**src/rtl/image_link_arbiter_if.sv**
```systemverilog
// rtl/image_link_arbiter_if.sv - signal bundle between frame sources, link arbiter and image sender
// Purpose: groups every non-clock/reset signal of image_link_arbiter into one port.
// Signals:
//   req          NUM_REQ         per-source frame request (level)
//   pix_in       NUM_REQ*DATA_W  packed pixel buses, source i at [i*DATA_W +: DATA_W]
//   image_ready  1               sender reports frame received
//   grant        NUM_REQ         one-hot current owner, 0 when free
//   done         NUM_REQ         one-cycle completion pulse to the owner
//   reset_signal 1               reset to the image sender, 1 = held in reset
//   data_out     DATA_W          selected pixel, 0 outside SEND
//   busy         1               1 whenever the arbiter is not idle
//   timeout_err  1               one-cycle pulse on SEND timeout
// Modports: slave = arbiter side, master = sources/sender side.
interface image_link_arbiter_if #(
   parameter int NUM_REQ = 3,
   parameter int DATA_W  = 12
);
   logic [NUM_REQ-1:0]        req;
   logic [NUM_REQ*DATA_W-1:0] pix_in;
   logic                      image_ready;
   logic [NUM_REQ-1:0]        grant;
   logic [NUM_REQ-1:0]        done;
   logic                      reset_signal;
   logic [DATA_W-1:0]         data_out;
   logic                      busy;
   logic                      timeout_err;

   modport slave (
      input  req, pix_in, image_ready,
      output grant, done, reset_signal, data_out, busy, timeout_err
   );

   modport master (
      output req, pix_in, image_ready,
      input  grant, done, reset_signal, data_out, busy, timeout_err
   );
endinterface

```
**src/rtl/image_link_arbiter.sv**
```systemverilog
// rtl/image_link_arbiter.sv - round-robin arbiter sharing one image link between frame sources
// Purpose: grants the image link to one source per whole frame, round-robin, and sequences
//   the sender per grant: reset pulse (RESET_TIME) -> stream until image_ready -> gap (GAP_TIME).
// Ports:
//   clk    in  system clock
//   reset  in  asynchronous active-high reset
//   link   image_link_arbiter_if.slave (req, pix_in, image_ready in;
//          grant, done, reset_signal, data_out, busy, timeout_err out)
// Optional feature: define IMAGE_LINK_TIMEOUT_EN to abort SEND after TIMEOUT cycles
//   without image_ready (timeout_err pulse, no done). Undefined: SEND waits forever.
module image_link_arbiter #(
   parameter int NUM_REQ    = 3,
   parameter int DATA_W     = 12,
   parameter int RESET_TIME = 50_000_000,
   parameter int GAP_TIME   = 50_000_000,
   parameter int TIMEOUT    = 500_000_000
) (
   input logic                 clk,
   input logic                 reset,
   image_link_arbiter_if.slave link
);
   localparam int          PTR_W     = (NUM_REQ > 1) ? $clog2(NUM_REQ) : 1;
   localparam logic [31:0] HOLD_LAST = 32'(RESET_TIME - 1);
   localparam logic [31:0] GAP_LAST  = 32'(GAP_TIME - 1);
`ifdef IMAGE_LINK_TIMEOUT_EN
   localparam logic [31:0] TIMEOUT_LAST = 32'(TIMEOUT - 1);
`else
   localparam int unused_timeout = TIMEOUT;
`endif

   typedef enum logic [1:0] {S_IDLE, S_RESET_HOLD, S_SEND, S_GAP} state_t;

   state_t             state, state_next;
   logic [PTR_W-1:0]   ptr, ptr_next;
   logic [31:0]        cnt, cnt_next;
   logic [NUM_REQ-1:0] grant_q, grant_next;
   logic [NUM_REQ-1:0] done_q, done_next;
   logic               terr_q, terr_next;
   logic               winner_found;
   logic [PTR_W-1:0]   winner;
   logic               cnt_en;

   // Search starts one past the last owner so every waiting source is served before a repeat.
   always_comb begin : rr_search
      int idx;
      idx          = 0;
      winner_found = 1'b0;
      winner       = ptr;
      for (int k = 1; k <= NUM_REQ; k++) begin
         idx = int'(ptr) + k;
         if (idx >= NUM_REQ) idx = idx - NUM_REQ;
         if (!winner_found && link.req[idx]) begin
            winner_found = 1'b1;
            winner       = idx[PTR_W-1:0];
         end
      end
   end

   always_comb begin
      state_next = state;
      ptr_next   = ptr;
      grant_next = grant_q;
      done_next  = '0;
      terr_next  = 1'b0;
      unique case (state)
         S_IDLE: begin
            if (winner_found) begin
               grant_next = NUM_REQ'(1) << winner;
               ptr_next   = winner;
               state_next = S_RESET_HOLD;
            end
         end
         S_RESET_HOLD: begin
            if (cnt == HOLD_LAST) state_next = S_SEND;
         end
         S_SEND: begin
            // image_ready is checked first so it wins over a simultaneous timeout.
            if (link.image_ready) begin
               done_next  = grant_q;
               grant_next = '0;
               state_next = S_GAP;
            end
`ifdef IMAGE_LINK_TIMEOUT_EN
            else if (cnt >= TIMEOUT_LAST) begin
               terr_next  = 1'b1;
               grant_next = '0;
               state_next = S_GAP;
            end
`endif
         end
         S_GAP: begin
            if (cnt == GAP_LAST) state_next = S_IDLE;
         end
         default: state_next = S_IDLE;
      endcase
   end

`ifdef IMAGE_LINK_TIMEOUT_EN
   assign cnt_en = (state != S_IDLE);
`else
   assign cnt_en = (state == S_RESET_HOLD) || (state == S_GAP);
`endif

   // One shared counter: cleared on every state change, saturating otherwise.
   always_comb begin
      cnt_next = cnt;
      if (state_next != state)      cnt_next = '0;
      else if (cnt_en && cnt != '1) cnt_next = cnt + 32'd1;
   end

   always_ff @(posedge clk or posedge reset) begin
      if (reset) begin
         state   <= S_IDLE;
         ptr     <= PTR_W'(NUM_REQ - 1);
         cnt     <= '0;
         grant_q <= '0;
         done_q  <= '0;
         terr_q  <= 1'b0;
      end else begin
         state   <= state_next;
         ptr     <= ptr_next;
         cnt     <= cnt_next;
         grant_q <= grant_next;
         done_q  <= done_next;
         terr_q  <= terr_next;
      end
   end

   assign link.grant        = grant_q;
   assign link.done         = done_q;
   assign link.timeout_err  = terr_q;
   assign link.busy         = (state != S_IDLE);
   assign link.reset_signal = (state != S_SEND);
   // ptr holds the current owner for the whole frame, so it selects the pixel bus.
   assign link.data_out     = (state == S_SEND) ? link.pix_in[int'(ptr)*DATA_W +: DATA_W] : '0;
endmodule
```
**src/flat_wrapper.sv**
```systemverilog
// flat-port wrapper written by rule: the top's interface ports become plain ports
module image_link_arbiter_flat 
#(
   parameter int NUM_REQ    = 3,
   parameter int DATA_W     = 12,
   parameter int RESET_TIME = 50_000_000,
   parameter int GAP_TIME   = 50_000_000,
   parameter int TIMEOUT    = 500_000_000
)
  (clk, reset, link_req, link_pix_in, link_image_ready, link_grant, link_done, link_reset_signal, link_data_out, link_busy, link_timeout_err);
  image_link_arbiter_if #(.NUM_REQ(NUM_REQ), .DATA_W(DATA_W)) link_i ();
  input logic clk;
  input logic reset;
  input wire logic [$bits(link_i.req)-1:0] link_req;
  input wire logic [$bits(link_i.pix_in)-1:0] link_pix_in;
  input wire logic [$bits(link_i.image_ready)-1:0] link_image_ready;
  output wire logic [$bits(link_i.grant)-1:0] link_grant;
  output wire logic [$bits(link_i.done)-1:0] link_done;
  output wire logic [$bits(link_i.reset_signal)-1:0] link_reset_signal;
  output wire logic [$bits(link_i.data_out)-1:0] link_data_out;
  output wire logic [$bits(link_i.busy)-1:0] link_busy;
  output wire logic [$bits(link_i.timeout_err)-1:0] link_timeout_err;
  assign link_i.req = link_req;
  assign link_i.pix_in = link_pix_in;
  assign link_i.image_ready = link_image_ready;
  assign link_grant = link_i.grant;
  assign link_done = link_i.done;
  assign link_reset_signal = link_i.reset_signal;
  assign link_data_out = link_i.data_out;
  assign link_busy = link_i.busy;
  assign link_timeout_err = link_i.timeout_err;
  image_link_arbiter #(.NUM_REQ(NUM_REQ), .DATA_W(DATA_W), .RESET_TIME(RESET_TIME), .GAP_TIME(GAP_TIME), .TIMEOUT(TIMEOUT)) u_core (.clk(clk), .reset(reset), .link(link_i));
endmodule
```
**config.mk**
```make
export PLATFORM = sky130hd
export DESIGN_NAME = image_link_arbiter_flat
export DESIGN_NICKNAME = d
export VERILOG_FILES = /design/src/rtl/image_link_arbiter_if.sv /design/src/rtl/image_link_arbiter.sv /design/src/flat_wrapper.sv
export SDC_FILE = /design/constraint.sdc
export NUM_CORES = 1
export LEC_CHECK = 0
export CAP_MARGIN = 20
export CORE_UTILIZATION = 51
export CTS_CLUSTER_DIAMETER = 120
export DETAILED_ROUTE_END_ITERATION = 12
export GPL_ROUTABILITY_DRIVEN = 0
export PLACE_DENSITY_LB_ADDON = 0.1
export REMOVE_ABC_BUFFERS = 1
export SLEW_MARGIN = 20
export SYNTH_ARGS = -nofsm -noshare
export SYNTH_HDL_FRONTEND = slang
export SYNTH_SLANG_ARGS = --single-unit
export TNS_END_PERCENT = 1
```
**constraint.sdc**
```tcl
create_clock -name clk -period 4.1 [get_ports clk]
set_input_delay 1.23 -clock clk [delete_from_list [all_inputs] [get_ports clk]]
set_output_delay 1.23 -clock clk [all_outputs]
set_load 0.1 [all_outputs]
```
==> impl_metrics.py <==
metrics = {
    "sta": {
        "rsz0062_at_grt": "false",
        "layout_min_cycle_time_ns": 3.56,
        "worstMarginPinSlew_ns": 0.998,
        "slew_viol_final": 0,
        "holdWs_ns": 0.541,
        "fin_crit_sh": 0.867,
        "slew_headroom": 0.332,
        "fmax_mhz": 281,
        "setup_viol": 0,
        "fin_worst_skew_ns": 0.0121,
        "hold_viol_final": 0,
    },
    "clock_tree": {
        "cts_max_level": 2,
        "cts_buffer_depth": 2,
        "root_buffer": "clkbuf_8",
        "path_clk_slew_ns": 0.07,
        "numCtsBuffers": 5,
        "cts_setup_buffers": 0,
        "cts_resized": 0,
        "ctsHoldBuffers": 0,
        "cts_tree": "yes",
        "cts.sinks": 42,
        "clock_latency_ns": 0.30,
    },
    "layout": {
        "final_net_count": 431,
        "final_cell_count_no_fill": 457,
        "drive_above_1_share": 0.106,
        "area_delta_synth_final_pct": 30.8,
        "postLayoutCellArea_sq_um": 3790,
        "diodes": 0,
    },
    "setup_path": {
        "critical_path.cell_chain": "clkdlybuf4s50_1, mux2i_1, nor2_1, a21oi_1, nor2_1, buf_12",
        "worstSetupEndpoint": "link_data_out[3]",
        "critPathLaunch": "link_pix_in[3]",
        "rr_endpoint": "u_core.cnt[12]$_DFFE_PP0P_",
        "critPathMostFrequentCell": "nor2_1",
        "worstSetupPathType": "primary input to output port",
        "cpPeakStageDelay_ns": 0.46,
        "rr_startpoint": "u_core.ptr[0]$_DFFE_PP0P_",
        "end_kind": "output port",
        "arrival_ns": 2.33,
        "cp.required_ns": 2.87,
        "worstSetupStartpointType": "primary input",
        "critPathMaxFanout": 1,
        "cp_slowest_cell": "clkdlybuf4s50_1",
        "r2r_slack_ns": 1.09,
        "rr_worst_depth": 8,
    },
    "placement": {
        "io_buffers": 61,
        "placed_area_sq_um": 3680,
        "hpwlAfterDp_mm": 5.43,
        "place_inst": 450,
    },
    "yosys": {
        "ys_ff_latch": 42,
        "yosysSeqAreaShare": 0.363,
        "synth-edff-count": 0,
        "synth_compound_area_frac": 0.178,
        "avgSynthCellArea_sq_um": 8.73,
        "syn-cell-area_sq_um": 2900,
        "synth_fa_ha_area_frac": 0.0173,
        "synthMuxAreaShare": 0.0587,
        "synth-simple-area-share": 0.288,
        "synth.distinct_cells": 56,
        "ys.flop_type": "dfrtp_1",
        "synth_xor_xnor_area_share": 0.0423,
        "synth_cells": 332,
        "yosys_warnings": 0,
        "synth_top_family_by_area": "simple AND/OR/NAND/NOR gates",
        "async_flop_share": 1.00,
    },
    "global_route": {
        "grt_pass1_vias": 2668,
        "grt_start_max_net_pins": 35,
        "grt_use_total": 0.265,
        "antenna_found_initial": 0,
        "grt_pass1_wl_mm": 12.7,
        "overflow": 0,
    },
    "floorplan": {
        "die_x_microns": 77.4,
        "core.rowCount": 27,
        "core-area_sq_um": 5510,
        "die_area_sq_um": 5990,
        "io_pins": 63,
        "die_h_microns": 77.4,
        "initial_core_util": 0.526,
    },
    "route": {
        "vias": 2775,
        "detail_route.wl_per_cell_microns": 16.1,
        "drc_errors": 0,
        "ant_nets": 0,
        "first_pass_iters": 4,
        "drt-total-wl_mm": 7.37,
        "drt_iter0_drc": 224,
        "viasPerCell": 6.07,
    },
    "worst_hold_path": {
        "hp-class": "flop to flop",
    },
    "status": {
        "status": "finished clean",
    },
    "run": {
        "cap_violations": 0,
    },
    "pwr": {
        "p_leak_nw": 1.41,
        "powerDensity_nw_per_um2": 284,
        "ir_worst_vdd_mv": 0.206,
    },
}
## synthesized netlist by cell type (2+ instances only)
| cell type | number | share of area |
|---|---|---|
| ha_1 | 4 | 0.017 |
| nor2_1 | 37 | 0.048 |
| or3_1 | 6 | 0.013 |
| nor3_1 | 22 | 0.038 |
| o211ai_1 | 2 | 0.0052 |
| o21bai_1 | 2 | 0.0052 |
| xnor2_1 | 7 | 0.021 |
| o21ai_0 | 4 | 0.0069 |
| clkbuf_1 | 14 | 0.018 |
| a21o_1 | 2 | 0.0052 |
| nand3_1 | 12 | 0.021 |
| and4_1 | 3 | 0.0091 |
| nand4_1 | 12 | 0.026 |
| xor2_1 | 7 | 0.021 |
| nor4_1 | 3 | 0.0065 |
| or2_2 | 2 | 0.0043 |
| mux2i_1 | 17 | 0.059 |
| a21oi_1 | 15 | 0.026 |
| o22ai_1 | 2 | 0.0043 |
| or4_1 | 15 | 0.039 |
| o31ai_1 | 17 | 0.044 |
| inv_1 | 14 | 0.018 |
| a211oi_1 | 19 | 0.049 |
| a31oi_1 | 2 | 0.0043 |
| buf_4 | 2 | 0.0052 |
| nand2b_1 | 3 | 0.0065 |
| dfrtp_1 | 41 | 0.35 |
| nand2_1 | 18 | 0.023 |
## critical path, delay by kind of cell
family                 cells  cell delay (ns)
AND/OR/NAND/NOR            2             0.29
multiplexers               1             0.08
AO/OA/AOI/OAI              1             0.05
buffers and inverters      2             0.67
## logic make-up after synthesis
logic type | Yosys count
simple gates | 147
compound gates | 72
fa+ha+maj | 4
buf+inv | 35
other cells | 1
flops | 42
mux | 17
xor+xnor | 14
## metal layers
metal | wire length (microns) | vias up | track usage
li1 | - | 1362 | -
met1 | 3310 | 1361 | 0.357
met2 | 3770 | 44 | 0.437
met3 | 224 | 8 | 0.0400
met4 | 75 | 0 | 0.0792
met5 | 0 | - | 0
## report_power, final
group / switching (mW) / internal (mW)
clock: 0.142 / 0.195
combinational: 0.109 / 0.112
sequential: 0.0608 / 0.459
total: 0.312 / 0.766
## registers in the layout, summed over array words and instances, names as in the netlist
name / count
u_core.state: 2
u_core.link.done: 3
u_core.ptr: 2
u_core.link.grant: 3
u_core.cnt: 32
## placed cells by master, fill, tap and decap left out, types with 3 or more instances in the layout
cell,instances
o21ai_0,4
xor2_1,7
a21oi_1,15
dfrtp_1,41
nand2_1,18
or3_1,6
inv_1,13
buf_4,7
nor3_1,22
nor2_1,37
nor4_1,3
nand3_1,12
ha_1,4
clkbuf_8,6
a211oi_1,19
and4_1,3
nand4_1,12
or4_1,15
xnor2_1,7
mux2i_1,17
clkdlybuf4s50_1,47
o31ai_1,17
buf_12,12
nand2b_1,3
## worst min path at each step
| stage | from | endpoint | cells past startpoint |
|---|---|---|---|
| finish | u_core.link.grant[1]$_DFFE_PP0P_ | u_core.link.done[1]$_DFF_PP0_ | 2 |
| floorplan | u_core.state[1]$_DFF_PP0_ | u_core.state[1]$_DFF_PP0_ | 1 |
| global placement | u_core.link.grant[2]$_DFFE_PP0P_ | u_core.link.done[2]$_DFF_PP0_ | 2 |
| detailed placement | u_core.link.grant[2]$_DFFE_PP0P_ | u_core.link.done[2]$_DFF_PP0_ | 2 |
| CTS | u_core.link.grant[1]$_DFFE_PP0P_ | u_core.link.done[1]$_DFF_PP0_ | 2 |
| global route | u_core.link.grant[1]$_DFFE_PP0P_ | u_core.link.done[1]$_DFF_PP0_ | 2 |
## layout make-up
type                       instances  area [sq um]
inverter                          15          56.3
clock buffer                       6          82.6
tap                               72          90.1
clock inverter                     1          30.0
sequential                        42          1050
fill                             423          1710
timing repair buffer              66           763
multi-input combinational        255          1720
## metrics by stage
step | setup WS [ns] | util | power, mW | TNS [ns]
2_1_floorplan | -0.0783 | - | 0.663 | -0.939
3_3_place_gp | 0.589 | 0.668 | 0.736 | 0
5_1_grt | 0.471 | 0.689 | 1.13 | 0
6_report | 0.544 | 0.689 | 1.08 | 0
3_5_place_dp | 0.540 | 0.668 | 0.746 | 0
4_1_cts | 0.541 | 0.689 | 1.08 | 0
No activity file was read; power rests on OpenSTA's default activity.
